<file path="src/rtl/auth_controller_if.sv">
`default_nettype none
// +--------------------------------------------------------------------+
// | auth_controller_if : setter/guesser handshake bundle for auth ctrl |
// | Revision 1.0                                                       |
// +--------------------------------------------------------------------+
interface auth_controller_if #(
  parameter int WIDTH     = 4,
  parameter int MAX_TRIES = 3
);
  localparam int FCW = $clog2(MAX_TRIES + 1);

  logic             set_valid;
  logic [WIDTH-1:0] set_code;
  logic             guess_valid;
  logic [WIDTH-1:0] guess_code;
  logic             guess_ready;
  logic             armed;
  logic             grant;
  logic             deny;
  logic             locked;
  logic [FCW-1:0]   fail_count;

  modport master (
    output set_valid, set_code, guess_valid, guess_code,
    input  guess_ready, armed, grant, deny, locked, fail_count
  );

  modport slave (
    input  set_valid, set_code, guess_valid, guess_code,
    output guess_ready, armed, grant, deny, locked, fail_count
  );
endinterface
`default_nettype wire

</file>
<file path="src/rtl/auth_controller.sv">
`default_nettype none
// +--------------------------------------------------------------------+
// | auth_controller : stores a code, checks guesses, locks out on abuse |
// | Revision 1.0                                                       |
// +--------------------------------------------------------------------+
module auth_controller #(
  parameter int WIDTH       = 4,
  parameter int MAX_TRIES   = 3,
  parameter int LOCK_CYCLES = 16
) (
  input  wire logic           clk,
  input  wire logic           rst_n,
  auth_controller_if.slave    bus
);

  localparam int CW = $clog2(MAX_TRIES + 1);
  localparam int LW = (LOCK_CYCLES > 1) ? $clog2(LOCK_CYCLES) : 1;
  localparam logic [CW-1:0] C_MAX_FAIL  = CW'(MAX_TRIES);
  localparam logic [LW-1:0] C_LOCK_LOAD = LW'(LOCK_CYCLES - 1);

  typedef enum logic [1:0] {
    UNSET  = 2'd0,
    ARMED  = 2'd1,
    LOCKED = 2'd2
  } state_t;

  state_t           r_state;
  logic [WIDTH-1:0] r_code;
  logic [CW-1:0]    r_fail_count;
  logic [LW-1:0]    r_lock_cnt;
  logic             r_grant;
  logic             r_deny;
  logic             r_armed;
  logic             r_locked;

  logic             w_guess_ready;
  logic [CW-1:0]    w_fail_next;

  // A set in the same cycle wins over a guess, so readiness drops combinationally.
  assign w_guess_ready = (r_state == ARMED) && !bus.set_valid;
  assign w_fail_next   = r_fail_count + 1'b1;

  always_ff @(posedge clk or negedge rst_n) begin
    if (!rst_n) begin
      r_state      <= UNSET;
      r_code       <= '0;
      r_fail_count <= '0;
      r_lock_cnt   <= '0;
      r_grant      <= 1'b0;
      r_deny       <= 1'b0;
      r_armed      <= 1'b0;
      r_locked     <= 1'b0;
    end else begin
      r_grant <= 1'b0;
      r_deny  <= 1'b0;
      case (r_state)
        UNSET: begin
          if (bus.set_valid) begin
            r_code       <= bus.set_code;
            r_fail_count <= '0;
            r_state      <= ARMED;
            r_armed      <= 1'b1;
          end
        end
        ARMED: begin
          if (bus.set_valid) begin
            r_code       <= bus.set_code;
            r_fail_count <= '0;
          end else if (bus.guess_valid) begin
            if (bus.guess_code == r_code) begin
              r_grant      <= 1'b1;
              r_fail_count <= '0;
            end else begin
              r_deny <= 1'b1;
              if (w_fail_next == C_MAX_FAIL) begin
                r_fail_count <= C_MAX_FAIL;
                r_state      <= LOCKED;
                r_locked     <= 1'b1;
                r_lock_cnt   <= C_LOCK_LOAD;
              end else begin
                r_fail_count <= w_fail_next;
              end
            end
          end
        end
        LOCKED: begin
          // Counter loaded with LOCK_CYCLES-1 gives exactly LOCK_CYCLES locked cycles.
          if (r_lock_cnt == '0) begin
            r_state      <= ARMED;
            r_locked     <= 1'b0;
            r_fail_count <= '0;
          end else begin
            r_lock_cnt <= r_lock_cnt - 1'b1;
          end
        end
        default: begin
          r_state  <= UNSET;
          r_armed  <= 1'b0;
          r_locked <= 1'b0;
        end
      endcase
    end
  end

  assign bus.guess_ready = w_guess_ready;
  assign bus.armed       = r_armed;
  assign bus.grant       = r_grant;
  assign bus.deny        = r_deny;
  assign bus.locked      = r_locked;
  assign bus.fail_count  = r_fail_count;

endmodule
`default_nettype wire

</file>
<file path="src/flat_wrapper.sv">
// flat-port wrapper written by rule: the top's interface ports become plain ports
module auth_controller_flat 
#(
  parameter int WIDTH       = 4,
  parameter int MAX_TRIES   = 3,
  parameter int LOCK_CYCLES = 16
)
  (clk, rst_n, bus_set_valid, bus_set_code, bus_guess_valid, bus_guess_code, bus_guess_ready, bus_armed, bus_grant, bus_deny, bus_locked, bus_fail_count);
  auth_controller_if #(.WIDTH(WIDTH), .MAX_TRIES(MAX_TRIES)) bus_i ();
  input  wire logic clk;
  input  wire logic rst_n;
  input wire logic [$bits(bus_i.set_valid)-1:0] bus_set_valid;
  input wire logic [$bits(bus_i.set_code)-1:0] bus_set_code;
  input wire logic [$bits(bus_i.guess_valid)-1:0] bus_guess_valid;
  input wire logic [$bits(bus_i.guess_code)-1:0] bus_guess_code;
  output wire logic [$bits(bus_i.guess_ready)-1:0] bus_guess_ready;
  output wire logic [$bits(bus_i.armed)-1:0] bus_armed;
  output wire logic [$bits(bus_i.grant)-1:0] bus_grant;
  output wire logic [$bits(bus_i.deny)-1:0] bus_deny;
  output wire logic [$bits(bus_i.locked)-1:0] bus_locked;
  output wire logic [$bits(bus_i.fail_count)-1:0] bus_fail_count;
  assign bus_i.set_valid = bus_set_valid;
  assign bus_i.set_code = bus_set_code;
  assign bus_i.guess_valid = bus_guess_valid;
  assign bus_i.guess_code = bus_guess_code;
  assign bus_guess_ready = bus_i.guess_ready;
  assign bus_armed = bus_i.armed;
  assign bus_grant = bus_i.grant;
  assign bus_deny = bus_i.deny;
  assign bus_locked = bus_i.locked;
  assign bus_fail_count = bus_i.fail_count;
  auth_controller #(.WIDTH(WIDTH), .MAX_TRIES(MAX_TRIES), .LOCK_CYCLES(LOCK_CYCLES)) u_core (.clk(clk), .rst_n(rst_n), .bus(bus_i));
endmodule
</file>
<file path="config.mk">
export PLATFORM = sky130hd
export DESIGN_NAME = auth_controller_flat
export DESIGN_NICKNAME = d
export VERILOG_FILES = /design/src/rtl/auth_controller_if.sv /design/src/rtl/auth_controller.sv /design/src/flat_wrapper.sv
export SDC_FILE = /design/constraint.sdc
export NUM_CORES = 1
export LEC_CHECK = 0
export CAP_MARGIN = 10
export CORE_MARGIN = 10
export CORE_UTILIZATION = 38
export CTS_CLUSTER_SIZE = 8
export DETAILED_ROUTE_END_ITERATION = 12
export SLEW_MARGIN = 25
export SYNTH_ARGS = -nofsm -noshare
export SYNTH_HDL_FRONTEND = slang
export SYNTH_SLANG_ARGS = --single-unit
export TNS_END_PERCENT = 100
</file>
<file path="constraint.sdc">
create_clock -name clk -period 2.6 [get_ports clk]
set_clock_uncertainty 0.15 [all_clocks]
set_input_delay 0.65 -clock clk [delete_from_list [all_inputs] [get_ports clk]]
set_output_delay 0.65 -clock clk [all_outputs]
set_load 0.01 [all_outputs]
</file>
# Word level (Yosys, flattened, before mapping)

Cells that the tools add are included.

Muxes and demuxes: 36
Eq/ne operators: 12
Add/subtract/negate cells: 2
Bitwise operators: 2
Reductions and logical operators: 14

Operators with widths:

| kind                  | number |
|---|---|
| $mux W2               | 12 |
| $mux W4               | 5 |
| $reduce_and A6 Y1     | 3 |
| $mux W1               | 14 |
| $ne A2 B2 Y1 const B  | 6 |
| $pmux W2 S3           | 2 |
| $pmux W4 S2           | 1 |
| $eq A2 B2 Y1 const B  | 2 |
| $eq A4 B4 Y1          | 1 |
| $logic_not A4 Y1      | 1 |
| $reduce_and A2 Y1     | 2 |
| $reduce_and A4 Y1     | 1 |
| $reduce_or A2 Y1      | 2 |
| $sub A4 B1 Y4 const B | 1 |
| $ne A3 B3 Y1 const B  | 1 |
| $pmux W1 S3           | 1 |
| $reduce_bool A3 Y1    | 1 |
| $add A2 B1 Y2 const B | 1 |
| $eq A2 B1 Y1 const B  | 1 |
| $logic_not A2 Y1      | 1 |
| $ne A2 B1 Y1 const B  | 1 |
| $not A1 Y1            | 2 |
| $pmux W1 S2           | 1 |
| $reduce_bool A2 Y1    | 1 |
| other kinds (2)       | 2 |

Logic and storage cells: 74
Input port bits: 12
Output and inout bits: 7
Bits in registers: 16

# Logic depth before layout (Yosys ltp)

Depth in word-level cells: 7
Gate-level depth with buffers: 7
Gate-level depth less buffers: 6

# Worst setup path before layout

Ideal clock, no wire load.

Path kind: in2reg
From: in bus_set_valid
To: reg u_core.r_state[1]
Cell stages on the path: 4
Library setup time: 125 ps
Buffers on the path: 0
Setup slack: 640 ps
Arrival: 1684 ps
Data required time: 2325 ps
Cells stage by stage: nand3b_1 -> a41o_4 -> a221oi_4 -> mux2_4

Longest elaborated chain between the ends: 2
Elaborated cells between the ends (all ways): 3
Classes of those cells: 2 x eq/ne; 1 x reduce/logical

RTL lines:

| item                                   | line                  | source |
|---|---|---|
| from (decl)                            | flat_wrapper.sv:12    | `input wire logic [$bits(bus_i.set_valid)-1:0] bus_set_valid;` |
| $ne A2 B2 Y1 (no source line)          | --                    |  |
| $reduce_and A6 Y1 (no source line) (*) | --                    |  |
| to (signal assigned)                   | auth_controller.sv:45 | `r_state <= UNSET;` |
| to (signal assigned)                   | auth_controller.sv:61 | `r_state <= ARMED;` |
| to (signal assigned)                   | auth_controller.sv:77 | `r_state <= LOCKED;` |
| to (decl)                              | auth_controller.sv:27 | `state_t r_state;` |

Mark *: on every way between the ends. The rest lies on a longest branch, timed or not.
A chain may end at the register's enable or synchronous reset.

# Worst setup path in the final report

From: in bus_set_valid
To: out bus_guess_ready

Longest elaborated chain between the ends: 2

RTL lines:

| item                | line                  | source |
|---|---|---|
| $logic_not A1 Y1    | auth_controller.sv:40 | `assign w_guess_ready = (r_state == ARMED) && !bus.set_valid;` |
| $logic_and A1 B1 Y1 | auth_controller.sv:40 |  |
| to (decl)           | flat_wrapper.sv:16    | `output wire logic [$bits(bus_i.guess_ready)-1:0] bus_guess_ready;` |

Every way passes these cells.

==> run summary <==
run status -> complete, no violations
Area growth, synth to finish -> 30.09%
first-pass GRT wire length -> 3.739 mm
combinational power share -> 54.2%
Clock power frac -> 13.2%
most area-consuming cells after synthesis -> dfrtp_1, ha_1, mux2_2
peak supply drop -> 0.0006208 V
Yosys warning count -> 0
Placer Congestion -> 0.8572
Clock Latency Late Sink -> 290 ps
ant diodes -> 0
GRT Overall Usage -> 8.697%
post-synthesis instance area -> 0.001002 sq mm
area of placed instances -> 0.001269 sq mm
vias in the first global route -> 832
hold slack -> 367.8 ps
final-report setup violation count -> 0
cell taking the most area after synthesis -> dfrtp_1
Seq pwr share -> 32.6%
Leak -> 0.5752 nW
Net Count, Synth -> 111
Site Rows -> 18
max-cap viol count -> 0
fmax -> 419.4 MHz
worst path bufs/invs -> 4
vias -> 793
switch share -> 39.21%
Final Power -> 1.263 mW
Nets -> 140
total grt overflow -> 0
WP data arrival -> 1580 ps
Psw -> 0.4952 mW
synthesized instance count -> 92
pwr dens -> 968.9 mW/mm^2
DR vias/cell -> 5.287
crit path cell chain -> clkdlybuf4s50_1, inv_1, nand2_1, inv_1, dlygate4sd2_1
Primary FF master, synth -> dfrtp_1
Routed wire per std cell -> 14.06 um
worst hold path class -> reg -> reg
Synth Register Bits -> 16
max_slew headroom -> 58.87%
r2r setup slk -> 460 ps
Worst Setup End Kind -> output pin
root buf cell -> clkbuf_4
Fin. Hold Viols -> 0
CP Class -> in -> out
min Tclk post-route -> 2385 ps
Async SR Flop Fraction -> 100.0%
sequential element share of the synthesized area -> 39.95%
crit share post-route -> 91.72%
WL final -> 2.109 mm
TritonCTS buffer count -> 3
core box area -> 0.002500 sq mm
cell area after layout -> 0.001304 sq mm
internal power -> 0.7679 mW
most frequent CP cell -> inv_1
startpoint types -> input port
Die ar. -> 0.005092 sq mm
Die W -> 71.36 um
detailed placement HPWL -> 1.675 mm
Syn Area/Cell -> 10.89 sq um
RSZ-0062 raised after global routing -> no
H-tree depth -> 1
required time worst endpoint -> 1800 ps
CTS tree -> built
layout cells sized above 1 -> 19.17%
critical path's slowest cell -> clkdlybuf4s50_1
# port buffers -> 18
postcts setup bufs -> 0
Slew @ Worst Pin -> 610.5 ps
die height -> 71.36 um
fin util -> 52.15%
TritonRoute pass-1 iters -> 4
clock-pin transition on the worst setup and hold timing paths -> 100 ps
# DRC -> 0
# IOs -> 19
largest net degree at the start of global routing -> 17
Critical Path Max Stage Delay -> 480 ps
Fin Setup TNS -> 0 ps
Initial Util -> 40.09%
Synth cell types -> 36
Routed Antenna Nets -> 0
clock buffer depth -> 2
CP max FO -> 2
Slew Viols, Final -> 0
initial antenna violation count -> 0
CP top delay family -> buffers and inverters
clock sink count -> 16
Post-synth EDFFs -> 0
share of the synthesized area in the top cell type -> 39.95%
DR iter-0 viols -> 34
registers in the layout, summed over array words and instances, names as in the netlist:
register	flops
u_core.bus.armed	1
u_core.bus.grant	1
u_core.r_state	2
u_core.bus.deny	1
u_core.r_code	4
u_core.r_lock_cnt	4
u_core.bus.fail_count	2
u_core.bus.locked	1
cells in the mapped netlist (2+ instances only):
master,count
o21bai_1,2
ha_1,7
nor3_1,5
nand4b_1,2
or3_1,2
xnor2_1,4
nor2_1,2
inv_1,11
mux2_2,6
a211oi_1,3
mux2i_1,2
nand3_1,2
dfrtp_1,16
nand2_1,2
o21ai_0,5
final timing paths:
path,from,end,depth (start not counted)
worst max-delay path,bus_set_valid,bus_guess_ready,5
worst min-delay path,u_core.bus.locked$_DFFE_PN0P_,u_core.bus.locked$_DFFE_PN0P_,1
worst max register to register,u_core.r_state[1]$_DFFE_PN0P_,u_core.bus.fail_count[0]$_DFFE_PN0P_,7
worst min register to register,u_core.bus.locked$_DFFE_PN0P_,u_core.bus.locked$_DFFE_PN0P_,1
max in group asynchronous,rst_n,u_core.bus.fail_count[1]$_DFFE_PN0P_,2
min in group asynchronous,rst_n,u_core.r_lock_cnt[0]$_DFFE_PN0P_,2
routing by layer:
layer	vias up	global-route usage, %	share of wire, %
met5	-	0	0
met1	378	10.19	45
met3	4	2.755	4.2
li1	397	-	-
met2	14	14.41	49
met4	0	3.226	1.1
metrics by stage:
step                      setup slack, ps  cells
after global placement              3.866    146
after floorplan                     640.5     92
after detailed placement           -15.99    146
final                               215.4    150
after global routing                160.8    150
after CTS                           211.2    150
kinds of logic (layout without fill, tap and decap cells):
logic type / Yosys count / after routing / share of synthesized area [%]
adders and majority gates: 7 / 7 / 8.739
DFF: 16 / 16 / 39.95
buffers and inverters: 12 / 40 / 4.494
AOI/OAI and AO/OA: 23 / 23 / 20.73
and+or+nand+nor: 21 / 21 / 12.36
xor gates and xnor gates: 4 / 4 / 3.495
muxes: 9 / 9 / 10.24
cell type report:
| class | count | area, sq um |
|---|---|---|
| Clock buffer | 4 | 36.28 |
| Fill cell | 247 | 1196 |
| Inverter | 11 | 41.29 |
| Multi-Input combinational cell | 64 | 556.8 |
| Sequential cell | 16 | 400.4 |
| Tap cell | 30 | 37.54 |
| Timing Repair Buffer | 25 | 231.5 |
power groups by stage:
stage | combinational (mW) | clock [mW] | sequential, mW
5_1_grt | 0.762 | 0.182 | 0.429
3_5_place_dp | 0.689 | 0 | 0.418
4_1_cts | 0.689 | 0.174 | 0.413
2_1_floorplan | 0.495 | 0 | 0.414
6_report | 0.685 | 0.167 | 0.411
3_3_place_gp | 0.679 | 0 | 0.414
layout by cell type (no fill, tap or decap), drive strengths merged, types with 2 or more instances in the layout:
cell / n
buf: 7
mux2i: 2
nand4b: 2
or3: 2
ha: 7
mux2: 7
dfrtp: 16
nand3: 2
a211o: 2
nor3: 5
nor2: 2
xnor2: 4
nand2: 2
clkdlybuf4s50: 17
clkbuf: 4
o21ai: 5
inv: 11
a211oi: 3
o21bai: 2
a221oi: 2
what timing repair did:
item,4_1_cts,5_1_grt
hold buffers,0,0
gates resized for setup,1,0
setup endpoints to repair,1,0
Note: power is estimated with default switching activity, not from simulation.
